### config.mk
export PLATFORM = sky130hd
export DESIGN_NAME = demux_4_hs
export DESIGN_NICKNAME = d
export VERILOG_FILES = /design/src/rtl/demux_4_hs.sv
export SDC_FILE = /design/constraint.sdc
export NUM_CORES = 1
export LEC_CHECK = 0
export CORE_ASPECT_RATIO = 1.25
export CORE_UTILIZATION = 47
export DETAILED_ROUTE_END_ITERATION = 10
export GPL_TIMING_DRIVEN = 1
export HOLD_SLACK_MARGIN = 0.1
export PLACE_DENSITY = 0.78
export SYNTH_ARGS = -nofsm -noshare
export SYNTH_HDL_FRONTEND = slang
export SYNTH_SLANG_ARGS = --single-unit
### constraint.sdc
create_clock -name clk -period 2.82 [get_ports clk]
set_input_delay 0.423 -clock clk [delete_from_list [all_inputs] [get_ports clk]]
set_output_delay 0.423 -clock clk [all_outputs]
set_load 0.02 [all_outputs]
### src/rtl/demux_4_hs.sv
// demux_4_hs: 1-to-4 valid/ready demultiplexer with a one-entry holding
// register and a per-channel delivered-word counter.
//
// state   | meaning
// --------+-------------------------------------------------------------
// S_EMPTY | holding register empty; upstream may load a word when en=1
// S_FULL  | word held in buf; presented on channel buf_sel until drained
module demux_4_hs #(
  parameter int WIDTH   = 3,
  parameter int COUNT_W = 8
) (
  input  logic               clk,
  input  logic               rst_n,
  input  logic               en,
  input  logic               clr,
  input  logic [WIDTH-1:0]   in_data,
  input  logic [1:0]         in_sel,
  input  logic               in_valid,
  output logic               in_ready,
  output logic [WIDTH-1:0]   y0,
  output logic [WIDTH-1:0]   y1,
  output logic [WIDTH-1:0]   y2,
  output logic [WIDTH-1:0]   y3,
  output logic [3:0]         out_valid,
  input  logic [3:0]         out_ready,
  output logic [COUNT_W-1:0] cnt0,
  output logic [COUNT_W-1:0] cnt1,
  output logic [COUNT_W-1:0] cnt2,
  output logic [COUNT_W-1:0] cnt3
);

  typedef enum logic {
    S_EMPTY = 1'b0,
    S_FULL  = 1'b1
  } state_t;

  localparam logic [COUNT_W-1:0] CNT_ONE = COUNT_W'(1);

  state_t             r_state;
  logic [WIDTH-1:0]   r_buf_data;
  logic [1:0]         r_buf_sel;
  logic [COUNT_W-1:0] r_cnt [4];

  logic w_full;
  logic w_sink_ready;
  logic w_drain;
  logic w_in_ready;
  logic w_accept;

  assign w_full       = (r_state == S_FULL);
  assign w_sink_ready = out_ready[r_buf_sel];
  assign w_drain      = w_full && w_sink_ready;
  // rst_n gating keeps in_ready low for the whole reset assertion; no path from in_valid
  assign w_in_ready   = rst_n && en && (!w_full || w_sink_ready);
  assign w_accept     = in_valid && w_in_ready;

  assign in_ready = w_in_ready;

  // Holding-register FSM: load on accept, reload without a bubble when draining
  always_ff @(posedge clk or negedge rst_n) begin
    if (!rst_n) begin
      r_state    <= S_EMPTY;
      r_buf_data <= '0;
      r_buf_sel  <= '0;
    end else begin
      case (r_state)
        S_EMPTY: begin
          if (w_accept) begin
            r_state    <= S_FULL;
            r_buf_data <= in_data;
            r_buf_sel  <= in_sel;
          end
        end
        S_FULL: begin
          if (w_accept) begin
            r_buf_data <= in_data;
            r_buf_sel  <= in_sel;
          end else if (w_drain) begin
            r_state <= S_EMPTY;
          end
        end
        default: r_state <= S_EMPTY;
      endcase
    end
  end

  // Delivered-word counters; clr wins over an increment in the same cycle
  always_ff @(posedge clk or negedge rst_n) begin
    if (!rst_n) begin
      for (int i = 0; i < 4; i++) r_cnt[i] <= '0;
    end else begin
      for (int i = 0; i < 4; i++) begin
        if (clr) begin
          r_cnt[i] <= '0;
        end else if (w_drain && (r_buf_sel == 2'(i))) begin
          r_cnt[i] <= r_cnt[i] + CNT_ONE;
        end
      end
    end
  end

  // Steer the held word to its channel; unselected channels read zero
  always_comb begin
    out_valid = 4'b0000;
    y0 = '0;
    y1 = '0;
    y2 = '0;
    y3 = '0;
    if (w_full) begin
      out_valid[r_buf_sel] = 1'b1;
      case (r_buf_sel)
        2'd0:    y0 = r_buf_data;
        2'd1:    y1 = r_buf_data;
        2'd2:    y2 = r_buf_data;
        default: y3 = r_buf_data;
      endcase
    end
  end

  assign cnt0 = r_cnt[0];
  assign cnt1 = r_cnt[1];
  assign cnt2 = r_cnt[2];
  assign cnt3 = r_cnt[3];

endmodule

# ---- Word-level counts from Yosys, hierarchy flattened
# Cells that the tools add are included.
dict set report totals {
  ff_bits 38
  input_bits 14
  out_inout_bits 49
}
dict set report classes {
  n_addsub 4
  magnitude_cmp 2
  eq_ne 3
  mux 27
  n_bitwise 1
  n_reduce_logical 17
}
# cell count
set ops {}
lappend ops {{8-bit 2-to-1 mux} 8}
lappend ops {{8-bit by 1-bit adder with 8-bit output (second input constant)} 4}
lappend ops {{3-bit 2-to-1 mux} 9}
lappend ops {{1-bit logical AND} 9}
lappend ops {{2-bit nonzero test} 4}
lappend ops {{1-bit 2-to-1 mux} 5}
lappend ops {{2-bit equality test (second input constant)} 2}
lappend ops {{4-bit 2-to-1 mux} 1}
lappend ops {{2-bit by 3-bit less-than comparator with 1-bit output (second input constant)} 1}
lappend ops {{3-bit OR reduction} 1}
lappend ops {{1-bit binary-select mux with 2-bit select} 1}
lappend ops {{1-bit demux with 2-bit select} 1}
lappend ops {{2-bit by 1-bit equality test with 1-bit output (second input constant)} 1}
lappend ops {{2-bit by 1-bit greater-or-equal comparator with 1-bit output (second input constant)} 1}
lappend ops {{2-bit zero test} 1}
lappend ops {{2-bit 2-to-1 mux} 1}
lappend ops {{1-bit case mux with 2 select lines} 1}
lappend ops {{1-bit zero test} 1}
lappend ops {{1-bit logical OR} 1}
lappend ops {{1-bit inverter} 1}

# ---- Longest topological paths before layout
dict set report depth {
  depth_word 7
  ltp_mapped 5
  depth_no_buf 4
}

# ---- Worst setup path before layout
# No wires, ideal clock.
dict set report synth_path {
  path_kind {register to output}
  startpoint {register r_buf_sel[1]}
  endpoint {output y2[0]}
  arrival_time_ns 1.482
  path_slack_ns 0.915
  path_stages_with_launch 5
  path_buffers 1
  cell_sequence {dfrtp_1 clkbuf_2 and2_1 nor2b_1 and2_1}
}
dict set report synth_between {
  elab_chain_cells 3
}
# item line
set synth_lines {}
lappend synth_lines {{start: declaration} 41} ;# logic [1:0] r_buf_sel;
lappend synth_lines {{start signal: assignment} 71} ;# r_buf_sel <= in_sel;
lappend synth_lines {{start signal: assignment} 77} ;# r_buf_sel <= in_sel;
lappend synth_lines {{2-bit equality test} 111} ;# case (r_buf_sel)
lappend synth_lines {{3-bit 2-to-1 mux} 111}
lappend synth_lines {{3-bit 2-to-1 mux} 109} ;# if (w_full) begin
lappend synth_lines {{end: declaration} 22} ;# output logic [WIDTH-1:0] y2,
# Every way passes these cells.

# ---- Worst setup path after layout
dict set report layout_path {
  startpoint {register r_buf_sel[1]}
  endpoint {output y2[2]}
}
# The elaborated chain is that of the path after synthesis.

==> impl_metrics.csv <==
group,metric,value,unit
outcome,outcome,"complete, no violations",
clocking,clock_sink_count,38,
power,p_leak,1.16,nW
critical_path,worst_setup_path_start_kind,"flop",
clocking,clock_latency,0.29,ns
critical_path,crit_cells,4,
final_layout,antenna_cells,0,
clocking,cts_tree,"done",
synth,synth_compound_area_share,14.6,%
synth,syn-num-nets,236,
final_layout,multiInputGateArea,1090,µm²
synth,synth_edf_count,0,
power,seqPwrFrac,48.3,%
synth,ys_ff_latch,38,
timing,min_period,2.63,ns
route,ant_nets,0,
critical_path,timing.critical_path.buf_inv,1,
route,routedWlPerCell,13.9,µm
place,place_hpwl,3390,µm
die,start_util,48.9,%
final_layout,fillers,358,
route,routed-via-count,1888,
clocking,cts_resized,0,
power,internal_power,0.936,mW
clocking,cts_max_path_buffers,2,
clocking,clock_tree.root_cell,"clkbuf_8",
power,pwr-share-clk,28.6,%
critical_path,crit_path_cell_trace,"and2_1 -> nor2b_1 -> and2_1 -> clkdlybuf4s50_1",
timing,tightest_slew,0.523,ns
grt,grt_util_all_layers,20.8,%
power,p_sw_share,30.3,%
route,drc,0,
power,worst_ir_drop_vdd,0.354,mV
synth,synth_adder_area_share,2.33,%
min_path,hold_class,"input pin to async pin",
synth,synth_seq_area_share,44.3,%
timing,tns,0,ns
clocking,h-tree-depth,2,
clocking,clk_pin_slew,0.07,ns
synth,syn_area_per_cell,9.85,µm²
timing,finalMaxSlewViolations,0,
critical_path,arrival,2.21,ns
final_layout,fin_nets,299,
timing,setup_ws,0.187,ns
final_layout,seqCellArea,951,µm²
power,report.power.total,1.34,mW
grt,first_global_vias,1788,
timing,fmax,380,MHz
place,place_congestion,0.777,
place,io_buffers,62,
final_layout,mostFrequentLayoutCells,"clkdlybuf4s50_1, dfrtp_1, a21oi_1",
timing,finalCritPeriodShare,93.4,%
clocking,postCtsSetupRepairBufs,0,
synth,synthDistinctLibCells,37,
synth,syn_inst,218,
grt,grt_start_max_net_pins,36,
flow_run,drv_cap,0,
critical_path,critPathKind,"flop to primary output",
grt,antenna_found_initial,0,
final_layout,area_growth,35.1,%
die,std_cell_rows,27,
critical_path,slowest_stage,"dfrtp_1",
grt,grt_pass1_wl,8030,µm
timing,final_hold_viol_count,0,
critical_path,cp.required,2.40,ns
place,place_area,2800,µm²
final_layout,design_area,2900,µm²
clocking,cts_inserted_buffers,5,
critical_path,cp_top_family,"simple AND/OR/NAND/NOR gates",
synth,yosysTopAreaCellShare,44.3,%
synth,synth_xor_area_share,1.63,%
route,drtPass1Iterations,4,
die,dieArea,4850,µm²
critical_path,reg2reg_depth,3,
power,combPwrFrac,23.1,%
power,power_density,463,nW/µm²
synth,yosysTopAreaCell,"dfrtp_1",
critical_path,path_common_cell,"and2_1",
synth,synth_ff_type,"dfrtp_1",
synth,synth_top_family_by_area,"simple AND/OR/NAND/NOR gates",
final_layout,final_common_cell,"clkdlybuf4s50_1",
timing,fin_skew,0.00695,ns
die,die_h,77.6,µm
timing,setup_violations,0,
route,drt_wl_total,4720,µm
critical_path,cp_max_fo,12,
die,die_w,62.5,µm
die,coreArea,4390,µm²
synth,synth_simple_gate_area_share,26.7,%
synth,netlist_top_cells_area,"dfrtp_1, a21oi_1, o31ai_1",
power,p_switching,0.407,mW
grt,grt-ovfl-total,0,
timing,relSlewSlack,65.2,%
synth,syn-cell-area,2150,µm²
critical_path,cpPeakStageDelay,0.61,ns
route,drt_iter0_drc,67,
synth,async_flop_share,100,%
die,io_pins,63,
place,post-place-ws,0.257,ns
critical_path,cp-end-kind,"primary output",
synth,ys_warn_count,0,
timing,grt_setup_unrepaired,"no",
synth,synthMuxAreaShare,5.47,%
route,vias_per_cell,5.55,
final_layout,layout-drive-gt1-share,8.87,%
cells in the mapped netlist (5+ instances only):
cell type,instances
mux2i_1,5
or4_1,12
o21ai_0,13
o31ai_1,12
nor2_1,9
a21oi_1,24
and2_1,13
nand2_1,13
mux2_2,6
or3_1,10
nand3_1,12
dfrtp_1,38
inv_1,9
sequential cells by signal, indices dropped and copies added, names as in the netlist:
register / flops
cnt1: 8
cnt0: 8
r_buf_sel: 2
r_state: 1
r_buf_data: 3
cnt2: 8
cnt3: 8
through the flow:
| stage | instances | hold slack, ns | utilization [%] |
|---|---|---|---|
| after floorplan | 218 | 0.127 | - |
| after global placement | 331 | 0.243 | 63.8 |
| after detailed placement | 331 | 0.248 | 63.8 |
| after CTS | 340 | 0.518 | 66.1 |
| after global routing | 340 | 0.507 | 66.1 |
| final | 340 | 0.513 | 66.1 |
kinds of logic (layout without fill, tap and decap cells):
| family | Yosys count | after routing |
|---|---|---|
| buffers and inverters | 21 | 85 |
| DFF | 38 | 38 |
| adders and majority gates | 4 | 4 |
| AOI/OAI and AO/OA | 53 | 53 |
| xor gates and xnor gates | 4 | 4 |
| muxes | 11 | 11 |
| and+or+nand+nor | 87 | 87 |
what timing repair did:
item	4_1_cts	5_1_grt
hold buffers	1	0
hold endpoints to repair	3	0
endpoints found under the setup margin	0	0
final timing paths:
check,from,to,slack [ns]
hold reg to reg,cnt2[7],cnt2[7],0.55
setup / recovery,r_buf_sel[1],y2[2],0.19
hold / removal,rst_n,r_buf_sel[1],0.51
setup reg to reg,r_buf_sel[0],cnt3[7],1.00
max in group asynchronous,rst_n,r_buf_data[2],1.66
min in group clk,cnt2[7],cnt2[7],0.55
final cells by class:
type	instances	area share, %
Multi-Input combinational cell	159	37.6
Clock buffer	7	2.98
Inverter	9	1.16
Sequential cell	38	32.8
Tap cell	58	2.50
Clock inverter	1	0.172
Timing Repair Buffer	68	22.9
power by group through the flow:
stage | combinational (mW) | clock [mW] | sequential, mW
after floorplan | 0.242 | 0 | 0.624
after global routing | 0.334 | 0.418 | 0.660
after global placement | 0.308 | 0 | 0.657
final | 0.310 | 0.384 | 0.649
after detailed placement | 0.310 | 0 | 0.660
after CTS | 0.314 | 0.393 | 0.649
per-layer routing:
metal | share of wire [%] | global-route usage [%] | up-vias
met2 | 53 | 35.5 | 37
met1 | 42 | 24.9 | 921
met4 | 1.6 | 9.07 | 0
met3 | 3.2 | 4.41 | 8
met5 | 0 | 0 | -
li1 | - | - | 922
(Power assumes the default switching activity.)
